## src/rtl/sad_pipe_stage.sv

```systemverilog
// Elastic pipeline register between SAD datapath stages: a main register plus a skid
// register carrying NUM_LANES result lanes with index/trigger sideband.
module sad_pipe_stage #(
  parameter int unsigned NUM_LANES = 8,
  parameter int unsigned DATA_W    = 14,
  parameter int unsigned INDEX_W   = 16
) (
  input  logic                          clk,
  input  logic                          rst,
  input  logic                          flush,
  input  logic                          in_valid,
  output logic                          in_ready,
  input  logic [NUM_LANES*DATA_W-1:0]   in_data,
  input  logic [INDEX_W-1:0]            in_index,
  input  logic                          in_trigger,
  output logic                          out_valid,
  input  logic                          out_ready,
  output logic [NUM_LANES*DATA_W-1:0]   out_data,
  output logic [INDEX_W-1:0]            out_index,
  output logic                          out_trigger,
  output logic [15:0]                   stall_count
);

  localparam int unsigned BUS_W = NUM_LANES * DATA_W;
  localparam int unsigned CNT_W = 16;

  typedef enum logic [1:0] {
    ST_EMPTY = 2'd0,
    ST_HALF  = 2'd1,
    ST_FULL  = 2'd2
  } state_e;

  state_e             state_q, state_d;
  logic [BUS_W-1:0]   main_data_q, main_data_d;
  logic [INDEX_W-1:0] main_index_q, main_index_d;
  logic               main_trig_q, main_trig_d;
  logic [BUS_W-1:0]   skid_data_q, skid_data_d;
  logic [INDEX_W-1:0] skid_index_q, skid_index_d;
  logic               skid_trig_q, skid_trig_d;
  logic [CNT_W-1:0]   stall_q, stall_d;
  logic               out_valid_q, out_valid_d;
  logic               in_ready_q, in_ready_d;
  logic               accept_c, emit_c;

  assign in_ready    = in_ready_q;
  assign out_valid   = out_valid_q;
  assign out_data    = main_data_q;
  assign out_index   = main_index_q;
  assign out_trigger = main_trig_q;
  assign stall_count = stall_q;

  assign accept_c = in_valid & in_ready_q;
  assign emit_c   = out_valid_q & out_ready;

  // Next-state and register-load selection
  always_comb begin
    state_d      = state_q;
    main_data_d  = main_data_q;
    main_index_d = main_index_q;
    main_trig_d  = main_trig_q;
    skid_data_d  = skid_data_q;
    skid_index_d = skid_index_q;
    skid_trig_d  = skid_trig_q;
    stall_d      = stall_q;

    if (flush) begin
      state_d = ST_EMPTY;
    end else begin
      unique case (state_q)
        ST_EMPTY: begin
          if (accept_c) begin
            state_d      = ST_HALF;
            main_data_d  = in_data;
            main_index_d = in_index;
            main_trig_d  = in_trigger;
          end
        end
        ST_HALF: begin
          if (accept_c && emit_c) begin
            main_data_d  = in_data;
            main_index_d = in_index;
            main_trig_d  = in_trigger;
          end else if (accept_c) begin
            state_d      = ST_FULL;
            skid_data_d  = in_data;
            skid_index_d = in_index;
            skid_trig_d  = in_trigger;
          end else if (emit_c) begin
            state_d = ST_EMPTY;
          end
        end
        ST_FULL: begin
          if (emit_c) begin
            state_d      = ST_HALF;
            main_data_d  = skid_data_q;
            main_index_d = skid_index_q;
            main_trig_d  = skid_trig_q;
          end
        end
        default: state_d = ST_EMPTY;
      endcase
    end

    // Stall counter saturates instead of wrapping
    if (out_valid_q && !out_ready && (stall_q != {CNT_W{1'b1}})) begin
      stall_d = stall_q + CNT_W'(1);
    end

    out_valid_d = (state_d != ST_EMPTY);
    in_ready_d  = (state_d != ST_FULL);
  end

  always_ff @(posedge clk) begin
    if (rst) begin
      state_q      <= ST_EMPTY;
      main_data_q  <= '0;
      main_index_q <= '0;
      main_trig_q  <= 1'b0;
      skid_data_q  <= '0;
      skid_index_q <= '0;
      skid_trig_q  <= 1'b0;
      stall_q      <= '0;
      out_valid_q  <= 1'b0;
      in_ready_q   <= 1'b1;
    end else begin
      state_q      <= state_d;
      main_data_q  <= main_data_d;
      main_index_q <= main_index_d;
      main_trig_q  <= main_trig_d;
      skid_data_q  <= skid_data_d;
      skid_index_q <= skid_index_d;
      skid_trig_q  <= skid_trig_d;
      stall_q      <= stall_d;
      out_valid_q  <= out_valid_d;
      in_ready_q   <= in_ready_d;
    end
  end

endmodule

```

## config.mk

```make
export PLATFORM = sky130hd
export DESIGN_NAME = sad_pipe_stage
export DESIGN_NICKNAME = d
export VERILOG_FILES = /design/src/rtl/sad_pipe_stage.sv
export SDC_FILE = /design/constraint.sdc
export NUM_CORES = 1
export LEC_CHECK = 0
export CAP_MARGIN = 20
export CORE_MARGIN = 2
export CORE_UTILIZATION = 50
export CTS_CLUSTER_SIZE = 12
export DETAILED_ROUTE_END_ITERATION = 16
export GPL_TIMING_DRIVEN = 0
export PLACE_DENSITY = 0.89
export SYNTH_ARGS = -nofsm -noshare
export SYNTH_HDL_FRONTEND = slang
export SYNTH_SLANG_ARGS = --single-unit
```

## constraint.sdc

```tcl
create_clock -name clk -period 1.9 [get_ports clk]
set_input_delay 0.38 -clock clk [delete_from_list [all_inputs] [get_ports clk]]
set_output_delay 0.38 -clock clk [all_outputs]
set_load 0.01 [all_outputs]
```

==> impl_results.md <==
- CTS Sinks: 278
- Placed instance count: 1892
- DP Area: between 0.015 and 0.02 mm2
- Clk Tree Root Cell: clkbuf_16
- Distinct cell type count after synthesis: 45
- Tcrit/Tclk final: 99.5%
- Area Growth Syn to Fin: 36.6%
- Die W: between 150 and 200 um
- Number of routed nets with antenna violations: 0
- Mapped Area: between 0.01 and 0.015 mm2
- CTS max path bufs: 3
- Die Area: 0.0250 mm2
- Syn Area/Cell: 9.20 um2
- Drt wl/cell: a little over 20 um
- Worst reg2reg startpoint: state_q[0]
- CP peak stage delay: 0.34 ns
- MaxCap Viol Count: 0
- Core area: around 0.023 mm2
- Critical path's slowest cell: dfxtp_1
- Pwr per Cell Area: ~810 mW/mm2
- Max VDD drop: about 0.00061 V
- Chip height: ~160 um
- Hold wc startpoint: in_data[14]
- EDFF count, synth: 0
- CP Capture Type: flip-flop
- Rel. slew slack: about three fifths
- Cts bufs inserted: 28
- Clock slew at reported path FFs: ~0.060 ns
- Vias in the first global route: 11600
- Worst Max-Slew Pin Slew: roughly 0.6 ns
- Top-area cell type share of the netlist area: 46.8%
- RR Endpoint: out_data[49]
- Hold Path Class: input pin to flip-flop
- Initial Utilization: between 50 and 60%
- Final Critical Period: 1.89 ns
- Critical Path AT: approximately 2.3 ns
- P_leak: 6.45 nW
- Max Transition Viols Final: 0
- Initial antenna violation count: 2
- Vias per cell: between 6 and 7
- CP Max Fanout: 10
- Total track usage: 29.8%
- First-pass GRT wire length: about 60000 um
- Dpl ws: -1.15 ns
- Reg2reg path depth: 7
- I/O pin count: between 200 and 300
- Largest net degree at the start of global routing: 20
- Main synth FF type: dfxtp_1
- Reg2reg setup slack: approximately 0.009 ns
- Sum Neg Setup Slack: 0 ns
- Crit path to: out_data[49]
- Crit path launch: state_q[0]
- Vias: roughly 12000
- Synth area leaders: dfxtp_1 47%, nand2_1 8.6%, mux2i_1 7.7%
- GRT overflow: 0
- TritonCTS clock tree: done
- # H-tree levels: 1
- Placer Congestion: between 0.8 and 0.9
- Sequential-to-total area share from yosys stat: 46.8%
- Std-Cell Rows: 56
- Clock Latency Late Sink: ~0.54 ns
- Hold Buf Count CTS: 0
- Initial DRT Pass Iterations: 5
- CP Data Required Time: between 2 and 2.5 ns
- Final hold vios: 0
- Setup Crit Path Kind: flip-flop to flip-flop
- Clock skew: ~0.011 ns
- Share of layout cells above drive strength 1: between 10% and 20%
- HPWL Detailed: around 27000 um
- IO buf count: 280
- Worst-path cell chain: nand2b_1 -> buf_2 -> o22a_4 -> clkbuf_4 -> clkbuf_4 -> o211ai_1 -> o41ai_2
- Nets@finish: between 1500 and 2000
- CP most frequent cell: clkbuf_4
- # setup viols final: 0
- Cell Count, Final, Fillers Out: 1936
- Ys Warns: 0
- Post-Route WL: between 30000 and 40000 um
- Initial drt markers: about 860
- Syn Nets: between 1000 and 1500
- Status: completed
- Ys async rst share: 0%
- Synth Instances: roughly 1300
- PnR worst setup slack: around 0.0090 ns
- Area leader, netlist: dfxtp_1
- RSZ-0062 raised after global routing: yes
- Final instance area: roughly 0.016 mm2
- # DRC: 0
- Worst setup SP type: flip-flop
- Yosys reg bits: approximately 280
- FMAX: roughly 530 MHz
## per-stage QoR
stage	utilization, %	total power [mW]	hold WS [ns]
CTS	68.5	13.1	0.405
global placement	64.5	7.97	0.439
finish	69.4	13.2	0.421
global route	69.4	13.6	0.432
detailed placement	64.5	8.02	0.445
floorplan	-	7.06	0.434
## how the worst min path moves through the flow
| stage | depth (start not counted) | slack (ns) | end |
|---|---|---|---|
| 3_3_place_gp | 2 | 0.44 | skid_data_q[87] |
| 3_5_place_dp | 2 | 0.45 | skid_data_q[84] |
| 5_1_grt | 3 | 0.43 | skid_data_q[22] |
| 6_report | 3 | 0.42 | skid_data_q[14] |
| 4_1_cts | 3 | 0.41 | skid_data_q[14] |
| 2_1_floorplan | 2 | 0.43 | skid_data_q[111] |
## where the power goes
group          leakage [nW]  internal, mW  switching (mW)  total [mW]
Combinational          3.77         0.875           0.943        1.82
Clock                 0.413          2.98            2.21        5.19
Sequential             2.26          6.03           0.125        6.16
## layer usage
metal	global-route usage [%]	vias to the layer above	share of wire [%]
met5	0	-	0.041
met4	12.4	2	3.7
met3	6.46	108	8.1
met2	50.1	544	47
met1	37.2	5686	41
li1	-	5390	-
## worst max-delay path, delay by kind of cell, from the launching register on
family / cells / cell delay, ns
AO/OA/AOI/OAI: 3 / 0.65
buffers and inverters: 3 / 0.62
flip-flops: 1 / 0.34
AND/OR/NAND/NOR: 1 / 0.15
## logic make-up (layout without fill, tap and decap cells)
family	after synthesis	in the layout	synth area share, %
and+or+nand+nor	315	315	11.0
xor gates and xnor gates	1	1	0.0737
DFF	278	278	46.8
buffers and inverters	147	470	5.17
muxes	134	134	11.7
AOI/OAI and AO/OA	417	417	25.1
adders and majority gates	1	1	0.105
other	0	1	0
## flip-flops by register name, summed over array words and instances (netlist names), 2 cells and up
| name | flops |
|---|---|
| state_q | 2 |
| out_index | 16 |
| stall_count | 16 |
| skid_data_q | 112 |
| skid_index_q | 16 |
| out_data | 112 |
## placed cells by master (no fill, tap or decap), types with 9 or more instances in the layout
cell,count
clkdlybuf4s50_1,263
clkbuf_2,33
mux2_2,43
buf_4,12
clkbuf_16,29
o21bai_1,40
dlymetal6s2s_1,9
a21oi_1,142
mux2i_1,91
clkbuf_4,17
o311a_1,40
o211ai_1,89
dfxtp_2,9
o41ai_2,14
nand2_1,272
buf_2,32
dfxtp_1,268
o41ai_1,76
clkbuf_1,51
## layout make-up
class	count	area, um2
plain buffers	140	724
clock buffers	42	835
clock inverters	1	5.00
flip-flops and latches	278	5580
fillers	1776	7150
inverters	4	15.0
multi-input cells	868	5850
well taps	319	399
diodes	1	2.50
repair buffers	283	2840
## Yosys cell counts, types with 2 or more instances
library cell and instances:
nand3_1 4, o21ai_0 4, nor2b_1 3, nand2b_1 2, or3_1 5, nand4_1 4
buf_2 49, clkbuf_1 88, mux2i_1 91, nor4_1 2, nand2_1 272, nor2_1 5
o31ai_1 5, o21bai_1 40, nor3_1 3, dfxtp_1 278, inv_1 3, a21oi_1 142
buf_1 5, o211ai_1 89, or4_1 5, mux2_2 43, o41ai_1 90, o311a_1 40
## what timing repair did
| item | in CTS | in global routing |
|---|---|---|
| pin swaps | 0 | 5 |
| resized for setup | 62 | 81 |
| setup endpoints to repair | 258 | 193 |
| setup buffers | 0 | 3 |
(Power assumes the default switching activity.)
